File: src/rtl/jtpopeye_pkg.sv
`default_nettype none
// ============================================================================
//  Module      : jtpopeye_pkg
//  Description : Shared definitions for the Popeye ROM port arbitration.
//                Arbiter state encoding, requester identifiers, the lane
//                mask used for reads and the two-way round-robin pick rule.
//  Revision    : 1.0 - initial release
// ============================================================================
package jtpopeye_pkg;

    // Arbiter FSM encoding
    localparam int unsigned ST_W        = 2;
    localparam logic [ST_W-1:0] ST_IDLE     = 2'd0;
    localparam logic [ST_W-1:0] ST_WR       = 2'd1;
    localparam logic [ST_W-1:0] ST_RD_ISSUE = 2'd2;
    localparam logic [ST_W-1:0] ST_RD_WAIT  = 2'd3;

    // Requester identifiers (request vector bit positions match these values)
    localparam logic OWN_MAIN = 1'b0;
    localparam logic OWN_OBJ  = 1'b1;

    // Active-low lane mask with both lanes disabled: used for every read
    localparam logic [1:0] MASK_RD = 2'b11;

    // Two-way round-robin: on a tie the requester that was NOT served last
    // wins; a lone requester always wins.
    function automatic logic rr_pick(input logic [1:0] req, input logic last);
        logic pick;
        pick = OWN_MAIN;
        if (req == 2'b11) begin
            pick = ~last;
        end else if (req[1]) begin
            pick = OWN_OBJ;
        end
        return pick;
    endfunction

endpackage
`default_nettype wire

File: src/rtl/jtpopeye_rr2.sv
`default_nettype none
// ============================================================================
//  Module      : jtpopeye_rr2
//  Description : Two-requester round-robin picker. Holds the identity of the
//                requester served last and offers the other one on a tie.
//                The history only moves when i_upd strobes, so a grant that
//                never completes does not disturb fairness.
//  Ports       : clk, rst_n      clock / async active-low reset
//                i_req[1:0]      request vector (bit 0 main, bit 1 obj)
//                i_upd           completion strobe
//                i_upd_id        requester that just completed
//                o_pick          requester to grant (valid when o_any)
//                o_any           at least one request present
//  Revision    : 1.0 - initial release
// ============================================================================
module jtpopeye_rr2
    import jtpopeye_pkg::*;
(
    input  logic       clk,
    input  logic       rst_n,
    input  logic [1:0] i_req,
    input  logic       i_upd,
    input  logic       i_upd_id,
    output logic       o_pick,
    output logic       o_any
);

    logic r_last;

    always_comb begin
        o_any  = |i_req;
        o_pick = rr_pick(i_req, r_last);
    end

    // Starts on obj so that main wins the very first tie
    always_ff @(posedge clk or negedge rst_n) begin
        if (!rst_n) begin
            r_last <= OWN_OBJ;
        end else if (i_upd) begin
            r_last <= i_upd_id;
        end
    end

endmodule
`default_nettype wire

File: src/rtl/jtpopeye_rom_arb.sv
`default_nettype none
// ============================================================================
//  Module      : jtpopeye_rom_arb
//  Description : Arbiter for the single 16-bit SDRAM controller port.
//                While downloading, byte writes from the prog_* bus go through
//                a one-entry holding register and are issued with their
//                active-low lane mask. Afterwards the port is shared between
//                the main CPU and the OBJ fetcher with round-robin fairness.
//                dwnld_done pulses once the final download write is issued.
//  Ports       : clk_rom, rst_n               clock / async active-low reset
//                downloading                  download in progress
//                prog_we/addr/data/mask       download byte write
//                main_req/addr/dout/ok        main CPU read port
//                obj_req/addr/dout/ok         OBJ fetch read port
//                mem_addr/din/mask/we/rd      command to SDRAM controller
//                mem_busy/rdy/dout            controller status and read data
//                dwnld_done                   end-of-download pulse
//                wr_ovf                       sticky write overflow flag
//  Revision    : 1.0 - initial release
// ============================================================================
module jtpopeye_rom_arb
    import jtpopeye_pkg::*;
#(
    parameter int AW = 22,
    parameter int DW = 16
)(
    input  logic          clk_rom,
    input  logic          rst_n,
    input  logic          downloading,
    // download path
    input  logic          prog_we,
    input  logic [AW-1:0] prog_addr,
    input  logic [7:0]    prog_data,
    input  logic [1:0]    prog_mask,
    // main CPU read port
    input  logic          main_req,
    input  logic [AW-1:0] main_addr,
    output logic [DW-1:0] main_dout,
    output logic          main_ok,
    // OBJ fetch read port
    input  logic          obj_req,
    input  logic [AW-1:0] obj_addr,
    output logic [DW-1:0] obj_dout,
    output logic          obj_ok,
    // SDRAM controller port
    output logic [AW-1:0] mem_addr,
    output logic [DW-1:0] mem_din,
    output logic [1:0]    mem_mask,
    output logic          mem_we,
    output logic          mem_rd,
    input  logic          mem_busy,
    input  logic          mem_rdy,
    input  logic [DW-1:0] mem_dout,
    // status
    output logic          dwnld_done,
    output logic          wr_ovf
);

    logic [ST_W-1:0] r_state;
    logic            r_owner;

    // write holding register
    logic            r_wpend;
    logic [AW-1:0]   r_waddr;
    logic [7:0]      r_wdata;
    logic [1:0]      r_wmask;

    // end-of-download tracking
    logic            r_dl;
    logic            r_done_arm;

    logic            w_wr_issue;
    logic            w_wr_accept;
    logic            w_rd_done;
    logic            w_arm;
    logic            w_pick;
    logic            w_any;

    // The held write leaves the register this cycle, so a new prog_we can
    // take its place without overflowing.
    assign w_wr_issue  = (r_state == ST_WR) && !mem_busy;
    assign w_wr_accept = prog_we && (!r_wpend || w_wr_issue);
    assign w_rd_done   = (r_state == ST_RD_WAIT) && mem_rdy;
    // Armed from the falling edge of downloading until the pulse is given;
    // a new download start cancels it.
    assign w_arm       = (r_done_arm || r_dl) && !downloading;

    jtpopeye_rr2 u_rr (
        .clk      (clk_rom),
        .rst_n    (rst_n),
        .i_req    ({obj_req, main_req}),
        .i_upd    (w_rd_done),
        .i_upd_id (r_owner),
        .o_pick   (w_pick),
        .o_any    (w_any)
    );

    // ------------------------------------------------------------------
    // Write holding register and overflow flag
    // ------------------------------------------------------------------
    always_ff @(posedge clk_rom or negedge rst_n) begin
        if (!rst_n) begin
            r_wpend <= 1'b0;
            r_waddr <= '0;
            r_wdata <= '0;
            r_wmask <= MASK_RD;
            wr_ovf  <= 1'b0;
        end else begin
            if (w_wr_accept) begin
                r_wpend <= 1'b1;
                r_waddr <= prog_addr;
                r_wdata <= prog_data;
                r_wmask <= prog_mask;
            end else if (w_wr_issue) begin
                r_wpend <= 1'b0;
            end
            if (prog_we && !w_wr_accept) begin
                wr_ovf <= 1'b1;
            end
        end
    end

    // ------------------------------------------------------------------
    // Arbiter FSM with registered memory-side and requester-side outputs
    // ------------------------------------------------------------------
    always_ff @(posedge clk_rom or negedge rst_n) begin
        if (!rst_n) begin
            r_state   <= ST_IDLE;
            r_owner   <= OWN_MAIN;
            mem_addr  <= '0;
            mem_din   <= '0;
            mem_mask  <= MASK_RD;
            mem_we    <= 1'b0;
            mem_rd    <= 1'b0;
            main_dout <= '0;
            main_ok   <= 1'b0;
            obj_dout  <= '0;
            obj_ok    <= 1'b0;
        end else begin
            mem_we  <= 1'b0;
            mem_rd  <= 1'b0;
            main_ok <= 1'b0;
            obj_ok  <= 1'b0;
            case (r_state)
                ST_IDLE: begin
                    // An incoming prog_we is treated as pending already, so
                    // the write state is entered together with r_wpend.
                    if (r_wpend || prog_we) begin
                        r_state <= ST_WR;
                    end else if (!downloading && w_any) begin
                        r_owner <= w_pick;
                        r_state <= ST_RD_ISSUE;
                    end
                end
                ST_WR: begin
                    if (!mem_busy) begin
                        mem_we   <= 1'b1;
                        mem_addr <= r_waddr;
                        mem_din  <= DW'({r_wdata, r_wdata});
                        mem_mask <= r_wmask;
                        r_state  <= ST_IDLE;
                    end
                end
                ST_RD_ISSUE: begin
                    if (!mem_busy) begin
                        mem_rd   <= 1'b1;
                        mem_addr <= (r_owner == OWN_OBJ) ? obj_addr : main_addr;
                        mem_mask <= MASK_RD;
                        r_state  <= ST_RD_WAIT;
                    end
                end
                ST_RD_WAIT: begin
                    // Nothing preempts an in-flight read
                    if (mem_rdy) begin
                        if (r_owner == OWN_OBJ) begin
                            obj_dout <= mem_dout;
                            obj_ok   <= 1'b1;
                        end else begin
                            main_dout <= mem_dout;
                            main_ok   <= 1'b1;
                        end
                        r_state <= ST_IDLE;
                    end
                end
                default: begin
                    r_state <= ST_IDLE;
                end
            endcase
        end
    end

    // ------------------------------------------------------------------
    // End-of-download pulse: waits for the holding register to drain and
    // for the last write to leave the WR state.
    // ------------------------------------------------------------------
    always_ff @(posedge clk_rom or negedge rst_n) begin
        if (!rst_n) begin
            r_dl       <= 1'b0;
            r_done_arm <= 1'b0;
            dwnld_done <= 1'b0;
        end else begin
            r_dl       <= downloading;
            dwnld_done <= 1'b0;
            if (w_arm && !r_wpend && (r_state != ST_WR)) begin
                dwnld_done <= 1'b1;
                r_done_arm <= 1'b0;
            end else begin
                r_done_arm <= w_arm;
            end
        end
    end

endmodule
`default_nettype wire

File: config.mk
export PLATFORM = sky130hd
export DESIGN_NAME = jtpopeye_rom_arb
export DESIGN_NICKNAME = d
export VERILOG_FILES = /design/src/rtl/jtpopeye_pkg.sv /design/src/rtl/jtpopeye_rr2.sv /design/src/rtl/jtpopeye_rom_arb.sv
export SDC_FILE = /design/constraint.sdc
export NUM_CORES = 1
export LEC_CHECK = 0
export CAP_MARGIN = 10
export CORE_MARGIN = 5
export CORE_UTILIZATION = 41
export DETAILED_ROUTE_END_ITERATION = 10
export HOLD_SLACK_MARGIN = 0.03
export PLACE_DENSITY = 0.74
export SETUP_SLACK_MARGIN = 0.5
export SLEW_MARGIN = 20
export SYNTH_ARGS = -nofsm -noshare
export SYNTH_HDL_FRONTEND = slang
export SYNTH_HIERARCHICAL = 1
export SYNTH_SLANG_ARGS = --single-unit
File: constraint.sdc
create_clock -name clk_rom -period 3.2 [get_ports clk_rom]
set_clock_uncertainty 0.2 [all_clocks]
set_input_delay 0.8 -clock clk_rom [delete_from_list [all_inputs] [get_ports clk_rom]]
set_output_delay 0.8 -clock clk_rom [all_outputs]
set_load 0.005 [all_outputs]
==> results.md <==
Critical path:
- At the worst endpoint, the required time is 2200 ps.
- The largest individual stage delay along the critical path comes from the cell sky130_fd_sc_hd__dfstp_2.
- STA classifies the critical path startpoint as a flip-flop.
- The critical path goes through clkdlybuf4s50_1.
- STA classifies the critical path endpoint as an output port.
- The critical path is of the reg -> out type.
- The largest driver fanout on the critical path is 3.
- The number of cell instances on the worst register-to-register path is 3.
- In this design, the largest share of critical-path delay is due to flip-flops.
- Counting both buffers and inverters, the worst setup path holds a total of 1.
- The endpoint of the most critical register-to-register path is mem_mask[1].
- The critical path starts at mem_mask[0].
- In this run the number of cells on the critical path is 1.
- The flop-to-flop setup slack is 1080 ps.
- The critical path arrival is 1400 ps.
- The worst register-to-register path begins at r_state[1].
- The largest single stage delay on the critical path is 540 ps.
- The end point of the critical path is mem_mask[0].

Synth:
- The synthesized netlist devotes 11.8% of its cell area to compound gates.
- After Yosys synthesis, and, or, nand and nor cells account for 2.62% of the synthesized area.
- The count of flip-flops with a built-in enable after synthesis is 0.
- The mux cell area share after synthesis is about 23%.
- Of the total synthesized cell area, the portion taken by XOR and XNOR cells is 0%.
- The most used flip-flop cell after synthesis is sky130_fd_sc_hd__dfrtp_1.
- A synthesized cell averages 13.6 µm².
- The most repeated cell in the gate-level netlist after synthesis is sky130_fd_sc_hd__dfrtp_1.
- After synthesis, the share of flip-flops with an asynchronous set or reset is 100%.
- After synthesis, the largest family of logic cells by area is multiplexers.
- The largest total area in the synthesized netlist belongs to sky130_fd_sc_hd__dfrtp_1.
- The count of unique library cells instantiated by Yosys is 35.
- Yosys printed 6 warnings.
- The adder-cell share of the synthesized area is 0%.
- Synthesis produced a netlist whose cell count is 343.
- The cell area that synthesis handed to floorplanning was 0.00468 mm².
- In the synthesized netlist, the cells that appear most often are sky130_fd_sc_hd__dfrtp_1 (104), sky130_fd_sc_hd__mux2_2 (71), sky130_fd_sc_hd__mux2i_1 (23).
- In this run, synthesis produced a sequential element count of 109.
- The area share of the leading cell type in the synthesized netlist is 55.6%.
- The synthesized netlist net count is 443.
- Of the synthesized area, sequential elements account for around three fifths.
- After synthesis, the cell types taking the most area are sky130_fd_sc_hd__dfrtp_1 (56%), sky130_fd_sc_hd__mux2_2 (17%), sky130_fd_sc_hd__mux2i_1 (4.9%).

Floorplanning:
- The total number of placement rows is 39.
- From bottom edge to top edge, the die measures 117 µm.
- The horizontal die dimension is around 120 µm.
- The initial core utilization is 41.3%.
- The number of I/O pins is 178.
- The area of the core region is 0.0113 mm².
- The overall die area is 0.0137 mm².

Place:
- Port buffering added 177 buffers.
- The routability-driven placement congestion ratio is between 0.7 and 0.8.
- The number of placed cells counting well taps is 641.
- Once detailed placement completed, the half-perimeter wirelength came to 8.84 mm.

Pwr:
- The worst-case vdd ir drop is 0.389 mV.
- The static leakage is 0.00288 µW.
- Power spread over the standard cell area amounts to around 720 mW/mm².

STA:
- For the pin with the worst max-slew slack, the measured transition is 793 ps.
- Derived from the worst setup path, the maximum achievable clock frequency is 417 MHz.
- The total count of hold-check failures in the final report was 0.
- The worst path needs 2400 ps of the cycle, external delays included.
- Setup total negative slack on the finished layout was measured at 0 ps.
- Setup violations remaining at the end of the flow were counted as 0.
- The ratio of final minimum period to clock period is 75.0%.
- The worst pin sits at a relative slew slack of 47.1%.
- The final max-slew violation count is 0.
- Setup repair after global routing left no endpoint under its margin.

Global route:
- In the global route stage, overall resource usage came out at between 15 and 20%.
- The initial antenna violation count was 0.
- The first global-routing pass estimated 19.0 mm of wire.
- The largest net degree at the start of global routing is 47.
- After global routing the overflow that remains totals 0.
- The number of global-route vias before repair is 3698.

Clock network:
- In this run the clock root is driven by a sky130_fd_sc_hd__clkbuf_16.
- The total of hold buffers inserted after clock tree synthesis is 0.
- For this design, the sink count on the clock tree is about 110.
- The number of instances resized during post-cts repair is 0.
- In this run the post-CTS setup repair buffer count came out at 0.
- The maximum clock insertion buffer count is 2.
- TritonCTS built the clock tree.
- Clock latency on the worst-skew pair, taken at its later pin, is 340 ps.
- The count of H-tree levels built during CTS is 3.
- Clock-pin slew was measured on the worst setup and hold paths at roughly 80 ps.
- The number of buffers created by CTS is 9.

Job:
- Max-cap violations in this run came to 0.

Route:
- After the first detailed-routing iteration, the DRC count stood at 160.
- Dividing the detail-routed wire length by the instance count gives 18.5 µm.
- The remaining number of nets flagged by the antenna check after routing is 0.
- The mean number of vias per cell is between 5 and 6.
- Summed over all layers, the routed wires come to 12.2 mm.
- The remaining design rule violation count is 0.
- Across all layers, the routed design uses between 3000 and 4000 vias.
- For this run, the detailed router's first-pass iteration total came to 4.

Cells and area:
- The final layout contains 609 nets.
- The fraction of final layout cells with drive strength greater than 1 is 21.6%.
- The area growth from synthesis to layout is 46.0%.
- The repair_antennas step left the layout with diodes totalling 0.
- For this run, the number of standard cells in the final layout without fillers is 657.

Outcome:
- The run finished with clean final reports.

Min path:
- The path class of the tightest hold or removal check is in -> async.
report_power, final:
part | internal [µW] | leakage (µW) | switching, µW
Clock | 555 | 0.000143 | 497
Combinational | 1170 | 0.00141 | 585
Sequential | 1840 | 0.00133 | 302
Total | 3570 | 0.00288 | 1380
registers in the layout, indices dropped and copies added, names as in the netlist:
| signal | cells |
|---|---|
| mem_rd | 1 |
| mem_mask | 2 |
| r_done_arm | 1 |
| r_dl | 1 |
| r_wdata | 8 |
| mem_din | 8 |
| u_rr/r_last | 1 |
| dwnld_done | 1 |
| r_owner | 1 |
| r_wpend | 1 |
| obj_dout | 16 |
| wr_ovf | 1 |
| mem_addr | 22 |
| mem_we | 1 |
| r_state | 2 |
| main_ok | 1 |
| main_dout | 16 |
| obj_ok | 1 |
| r_waddr | 22 |
| r_wmask | 2 |
final cells by class:
class                      instances  area [µm²]
sequential                       109        2730
fill                             906        4490
clock buffer                      10         239
multi-input combinational        196        1750
inverter                           5        18.8
clock inverter                     6        45.0
timing repair buffer             188        1860
tap                              143         179
layer usage:
layer | track usage [%] | vias to the layer above | routed length (µm)
li1 | - | 1601 | -
met1 | 23.5 | 1728 | 5250
met2 | 29.4 | 147 | 5710
met3 | 4.16 | 13 | 1030
met4 | 4.97 | 0 | 161
met5 | 0 | - | 0
per-stage QoR:
stage | utilization (%) | setup WS (ps) | hold slack [ps] | instance area, µm² | power (µW)
after floorplan | - | 1150 | 259 | 4680 | 2900
after global placement | 57.9 | 640 | 252 | 6550 | 3860
after detailed placement | 57.9 | 589 | 257 | 6550 | 3950
after CTS | 60.4 | 779 | 276 | 6830 | 5010
after global routing | 60.4 | 768 | 297 | 6830 | 5240
final | 60.4 | 801 | 249 | 6830 | 4950
cells in the final DEF, fill, tap and decap left out:
cell type and n:
sky130_fd_sc_hd__a21boi_0 1, sky130_fd_sc_hd__a21oi_1 1, sky130_fd_sc_hd__a22oi_1 21, sky130_fd_sc_hd__a2bb2oi_1 1
sky130_fd_sc_hd__a31oi_1 1, sky130_fd_sc_hd__and2_1 1, sky130_fd_sc_hd__and3_2 1, sky130_fd_sc_hd__buf_12 1
sky130_fd_sc_hd__buf_4 11, sky130_fd_sc_hd__clkbuf_16 9, sky130_fd_sc_hd__clkbuf_8 1, sky130_fd_sc_hd__clkdlybuf4s50_1 176
sky130_fd_sc_hd__clkinv_2 2, sky130_fd_sc_hd__clkinv_4 2, sky130_fd_sc_hd__dfrtp_1 104, sky130_fd_sc_hd__dfstp_2 5
sky130_fd_sc_hd__inv_1 5, sky130_fd_sc_hd__inv_6 2, sky130_fd_sc_hd__mux2_1 2, sky130_fd_sc_hd__mux2_2 71
sky130_fd_sc_hd__mux2_4 1, sky130_fd_sc_hd__mux2i_1 23, sky130_fd_sc_hd__nand2_1 3, sky130_fd_sc_hd__nand2_2 1
sky130_fd_sc_hd__nand2b_1 3, sky130_fd_sc_hd__nand3_1 1, sky130_fd_sc_hd__nand3b_1 1, sky130_fd_sc_hd__nor2_1 5
sky130_fd_sc_hd__nor2b_1 1, sky130_fd_sc_hd__nor2b_2 1, sky130_fd_sc_hd__nor3_1 2, sky130_fd_sc_hd__nor3b_2 1
sky130_fd_sc_hd__o21ai_0 22, sky130_fd_sc_hd__o21ai_4 1, sky130_fd_sc_hd__o21bai_1 2, sky130_fd_sc_hd__o221ai_1 22
sky130_fd_sc_hd__o22a_1 4, sky130_fd_sc_hd__o31ai_1 1, sky130_fd_sc_hd__or2_2 1
worst min-delay path by stage:
stage | endpoint | cells after the start | from | slack (ps)
floorplan | r_wdata[0] | 1 | r_wdata[0] | 260
CTS | r_waddr[18] | 1 | rst_n | 280
global route | r_waddr[18] | 1 | rst_n | 300
global placement | wr_ovf | 1 | wr_ovf | 250
finish | r_waddr[18] | 1 | rst_n | 250
detailed placement | wr_ovf | 1 | wr_ovf | 260
cell families after synthesis:
| logic type | after synthesis |
|---|---|
| AOI/OAI and AO/OA | 77 |
| buffers and inverters | 38 |
| DFF | 109 |
| muxes | 97 |
| and+or+nand+nor | 22 |
Power figures use the tool's default switching activity.
